File: config.mk
export PLATFORM = sky130hd
export DESIGN_NAME = mux_2x1
export DESIGN_NICKNAME = d
export VERILOG_FILES = /design/src/rtl/mux_2x1.sv
export SDC_FILE = /design/constraint.sdc
export NUM_CORES = 1
export LEC_CHECK = 0
export CAP_MARGIN = 20
export CORE_AREA = 2 2 39 41
export CTS_CLUSTER_DIAMETER = 120
export DETAILED_ROUTE_END_ITERATION = 16
export DIE_AREA = 0 0 41 43
export PLACE_DENSITY_LB_ADDON = 0.3
export SLEW_MARGIN = 20
export SYNTH_ARGS = -nofsm -noshare
export SYNTH_HDL_FRONTEND = slang
export SYNTH_SLANG_ARGS = --single-unit
File: constraint.sdc
create_clock -name clk -period 0.8 [get_ports clk]
set_input_delay 0.24 -clock clk [delete_from_list [all_inputs] [get_ports clk]]
set_output_delay 0.24 -clock clk [all_outputs]
set_load 0.005 [all_outputs]
File: src/rtl/mux_2x1.sv
// rtl/mux_2x1.sv - registered 2:1 mux with optional select-change counter (MUX_2X1_SWITCH_COUNT_EN)
module mux_2x1 #(
   parameter int WIDTH = 1,
   parameter int CNT_W = 8
) (
   input  logic             clk,
   input  logic             rst,
   input  logic [WIDTH-1:0] a,
   input  logic [WIDTH-1:0] b,
   input  logic             sel,
   input  logic             in_valid,
   output logic [WIDTH-1:0] out,
   output logic             out_valid,
   output logic             out_sel
`ifdef MUX_2X1_SWITCH_COUNT_EN
   ,
   output logic [CNT_W-1:0] switch_count
`endif
);

   // Capture the selected input and its select on every accepted sample; hold otherwise.
   always_ff @(posedge clk or posedge rst) begin
      if (rst) begin
         out       <= '0;
         out_sel   <= 1'b0;
         out_valid <= 1'b0;
      end else begin
         out_valid <= in_valid;
         if (in_valid) begin
            out     <= sel ? b : a;
            out_sel <= sel;
         end
      end
   end

`ifdef MUX_2X1_SWITCH_COUNT_EN
   // out_sel only means "previous accepted sel" once a sample has been taken since reset.
   logic first_seen;

   // Count select changes between consecutive accepted samples, saturating at all-ones.
   always_ff @(posedge clk or posedge rst) begin
      if (rst) begin
         first_seen   <= 1'b0;
         switch_count <= '0;
      end else if (in_valid) begin
         first_seen <= 1'b1;
         if (first_seen && (sel != out_sel) && (switch_count != {CNT_W{1'b1}})) begin
            switch_count <= switch_count + 1'b1;
         end
      end
   end
`endif

endmodule

Word level (Yosys, flattened, before mapping)
Cells that the tools add are included.
W data, S select, Z words.
Word-level totals
  logic and storage cells: 4
  register bits: 3
  output and inout port bits: 3
Cells by class
  muxes and demuxes: 1
Operator list (count)
  $mux W1: 1

Longest topological paths before layout
  word-level depth: 1
  mapped depth: 2
  depth with buffers taken out: 2

Least setup slack after synthesis
Ideal clock, no wire load.
  kind: register to register
  start: register out_sel (netlist name)
  end: register out_sel
  library setup time: 125 ps
  stages on the path, launching flop included: 2
  path slack: 52 ps
  arrival: 623 ps
  path through: dfrtp_1 > mux2_4
RTL lines
  end signal: assignment: RTL line 31  | out_sel <= sel;
  end: declaration: RTL line 14  | output logic out_sel

Final worst setup path
  start: register out
  end: output out
RTL lines
  start: declaration: RTL line 12  | output logic [WIDTH-1:0] out,
  start signal: assignment: RTL line 30  | out <= sel ? b : a;
No word-level cell between the ends.

==> impl_metrics.prom <==
# TYPE chip_impl_metric gauge
chip_impl_info{name="outcome",value="complete, but fails checks"} 1
chip_impl_info{name="failing_checks",value="setup timing"} 1
chip_impl_metric{name="die_w",unit="um"} 41
chip_impl_metric{name="nFillCells",unit=""} 157
chip_impl_metric{name="floorplan.rows",unit=""} 14
chip_impl_metric{name="yosys_warnings",unit=""} 0
chip_impl_info{name="highest_count_cells_in_the_layout_ignoring_fill_and_taps",value="sky130_fd_sc_hd__clkbuf_4, sky130_fd_sc_hd__dfrtp_1, sky130_fd_sc_hd__buf_2, sky130_fd_sc_hd__buf_4"} 1
chip_impl_info{name="path_delay_family",value="flip-flops"} 1
chip_impl_info{name="clockRootBuffer",value="sky130_fd_sc_hd__clkbuf_4"} 1
chip_impl_metric{name="synth.avg_cell_area",unit="um2"} 14.1
chip_impl_metric{name="dr_total_vias",unit=""} 108
chip_impl_metric{name="floorplan.initialDensity",unit="%"} 8.14
chip_impl_metric{name="largest_net_degree_at_the_start_of_global_routing",unit=""} 4
chip_impl_metric{name="wire_length_of_the_first_global_routing_pass",unit="um"} 441
chip_impl_metric{name="drtIter0Drc",unit=""} 0
chip_impl_metric{name="postLayoutCoreUtil",unit="%"} 18.2
chip_impl_metric{name="critPathMaxStageDelay",unit="ns"} 0.36
chip_impl_metric{name="least_setup_slack_across_all_paths_after_layout",unit="ns"} -0.157
chip_impl_metric{name="cts.hold.buffers_added",unit=""} 0
chip_impl_metric{name="maxCapViolations",unit=""} 0
chip_impl_metric{name="ctsLongestPathBuffers",unit=""} 2
chip_impl_metric{name="fin_crit",unit="ns"} 0.957
chip_impl_metric{name="syn_nets",unit=""} 14
chip_impl_metric{name="first_pass_iters",unit=""} 1
chip_impl_metric{name="grt_util_all_layers",unit="%"} 4.92
chip_impl_metric{name="htreeDepth",unit=""} 1
chip_impl_info{name="grt_setup_unrepaired",value="yes"} 1
chip_impl_metric{name="worstPathBufferInverterCount",unit=""} 1
chip_impl_metric{name="critPathRequiredTime",unit="ns"} 0.56
chip_impl_metric{name="grt_pass1_vias",unit=""} 124
chip_impl_info{name="cts_tree",value="done"} 1
chip_impl_metric{name="core",unit="um2"} 1380
chip_impl_metric{name="antennaDiodeCount",unit=""} 0
chip_impl_metric{name="routedWlPerCell",unit="um"} 7.69
chip_impl_metric{name="overflow",unit=""} 0
chip_impl_metric{name="cp.arrival",unit="ns"} 0.72
chip_impl_info{name="critical_path.cell_chain",value="buf_2"} 1
chip_impl_metric{name="clk_pin_slew",unit="ns"} 0.04
chip_impl_metric{name="num_io_pins",unit=""} 9
chip_impl_metric{name="path_max_fanout",unit=""} 2
chip_impl_info{name="worst_hold_path_type",value="in2async"} 1
chip_impl_metric{name="hold_viol",unit=""} 0
chip_impl_info{name="crit_path_end_kind",value="primary output"} 1
chip_impl_metric{name="number_of_buffers_inserted_during_clock_tree_synthesis",unit=""} 3
chip_impl_metric{name="clock-sinks",unit=""} 3
chip_impl_metric{name="routed_via_density",unit=""} 2.77
chip_impl_metric{name="timing_worst_slew_pin_value",unit="ns"} 0.125
chip_impl_metric{name="chipHeight",unit="um"} 43
chip_impl_info{name="slowest_stage",value="sky130_fd_sc_hd__dfrtp_1"} 1
chip_impl_metric{name="synth_cell_type_count",unit=""} 6
chip_impl_metric{name="die_area",unit="um2"} 1760
chip_impl_metric{name="worst_slew_margin_rel",unit="%"} 91.4
chip_impl_metric{name="post_dp_cell_area",unit="um2"} 235
chip_impl_metric{name="yosys_register_bits",unit=""} 3
chip_impl_metric{name="total_power_per_unit_cell_area",unit="nW/um2"} 2030
chip_impl_metric{name="static-leakage-power",unit="nW"} 0.138
chip_impl_metric{name="max_clock_freq",unit="GHz"} 1.04
chip_impl_metric{name="post_route_cells_drive_above_1_share",unit="%"} 47.8
chip_impl_metric{name="io_buffers",unit=""} 8
chip_impl_metric{name="routed_wire_length",unit="um"} 300
chip_impl_metric{name="drcViolationCount",unit=""} 0
chip_impl_metric{name="globalplace.congestion",unit=""} 0.552
chip_impl_metric{name="area_growth_syn_to_layout",unit="%"} 123
chip_impl_metric{name="finalInstanceArea",unit="um2"} 251
chip_impl_metric{name="finish.net_count",unit=""} 30
chip_impl_metric{name="report.final.slew_viol_count",unit=""} 0
chip_impl_metric{name="irDropWorstVdd",unit="mV"} 0.251
chip_impl_info{name="timing_worst_setup_path_type",value="reg2out"} 1
chip_impl_metric{name="mappedNetlistArea",unit="um2"} 113
chip_impl_metric{name="fin_crit_sh",unit="%"} 120
chip_impl_metric{name="antenna_found_initial",unit=""} 0
chip_impl_metric{name="fin_skew",unit="ns"} 0
chip_impl_info{name="setup.worst_path.start_class",value="flip-flop"} 1
chip_impl_metric{name="seq_area_frac_synth",unit="%"} 66.7
chip_impl_metric{name="drt.antenna.violating_nets",unit=""} 0
chip_impl_metric{name="finalSetupViolations",unit=""} 4
chip_impl_metric{name="insertion_delay",unit="ns"} 0.23
chip_impl_metric{name="dp_worst_setup_slack",unit="ns"} -0.376
chip_impl_metric{name="syn-instance-count",unit=""} 8
-- path summary, 6_finish.rpt --
| check | start | to | slack (ns) | cells past startpoint |
|---|---|---|---|---|
| worst max-delay path | out$_DFFE_PP0P_ | out | -0.16 | 1 |
| worst min-delay path | rst | out_sel$_DFFE_PP0P_ | 0.18 | 2 |
| worst max register to register | out_sel$_DFFE_PP0P_ | out_sel$_DFFE_PP0P_ | -0.07 | 2 |
| worst min register to register | out_sel$_DFFE_PP0P_ | out_sel$_DFFE_PP0P_ | 0.60 | 2 |
| max in group asynchronous | rst | out_valid$_DFF_PP0_ | 0.50 | 2 |
| min in group clk | b | out$_DFFE_PP0P_ | 0.32 | 3 |
-- power by group --
part	switching, mW	total [mW]	internal (mW)
Sequential	0.00484	0.170	0.166
Combinational	0.0265	0.0793	0.0528
Clock	0.0735	0.260	0.187
Total	0.105	0.510	0.405
-- state kept, by name (all words and copies together), names as in the netlist --
register and count:
out 1, out_sel 1, out_valid 1
-- final cells by class --
type                       count  area [um2]  share of cell area (%)
timing repair buffer          11        90.1                    35.8
sequential                     3        75.1                    29.9
multi-input combinational      4        36.3                    14.4
clock buffer                   4        26.3                    10.4
tap                           16        20.0                    7.96
inverter                       1        3.75                    1.49
-- metrics by stage --
stage	hold WS, ns	std cells	total power, mW	setup TNS, ns
3_5_place_dp	0.417	35	0.268	-1.65
3_3_place_gp	0.415	35	0.266	-1.62
2_1_floorplan	-0.00636	8	0.193	0
5_1_grt	0.189	39	0.543	-0.605
4_1_cts	0.175	39	0.528	-0.550
6_report	0.178	39	0.510	-0.512
-- cells by family (layout without fill, tap and decap cells) --
family / after synthesis / count (layout) / synth area share, %
buffers and inverters: 1 / 16 / 3.33
multiplexers: 2 / 2 / 22.2
AND/OR/NAND/NOR: 1 / 1 / 3.33
flip-flops: 3 / 3 / 66.7
AO/OA/AOI/OAI: 1 / 1 / 4.44
-- repair_timing --
item | CTS | global route
setup buffers | 2 | 0
endpoints found under the setup margin | 5 | 5
pin swaps | 1 | 1
hold endpoints to repair | 0 | 0
resized for setup | 14 | 3
gates cloned | 0 | 0
-- layer usage --
layer	GRT usage, %	routed length, um	up-vias
met5	0	0	-
met4	8.00	6	0
met1	4.82	132	41
met2	4.06	103	9
met3	4.71	57	2
li1	-	-	56
-- synth_stat cells --
cell	instances	area [um2]
sky130_fd_sc_hd__a21oi_1	1	5.00
sky130_fd_sc_hd__dfrtp_1	3	75.1
sky130_fd_sc_hd__inv_1	1	3.75
sky130_fd_sc_hd__mux2_4	1	15.0
sky130_fd_sc_hd__mux2i_1	1	10.0
sky130_fd_sc_hd__nor2_1	1	3.75
Power figures use the tool's default switching activity.
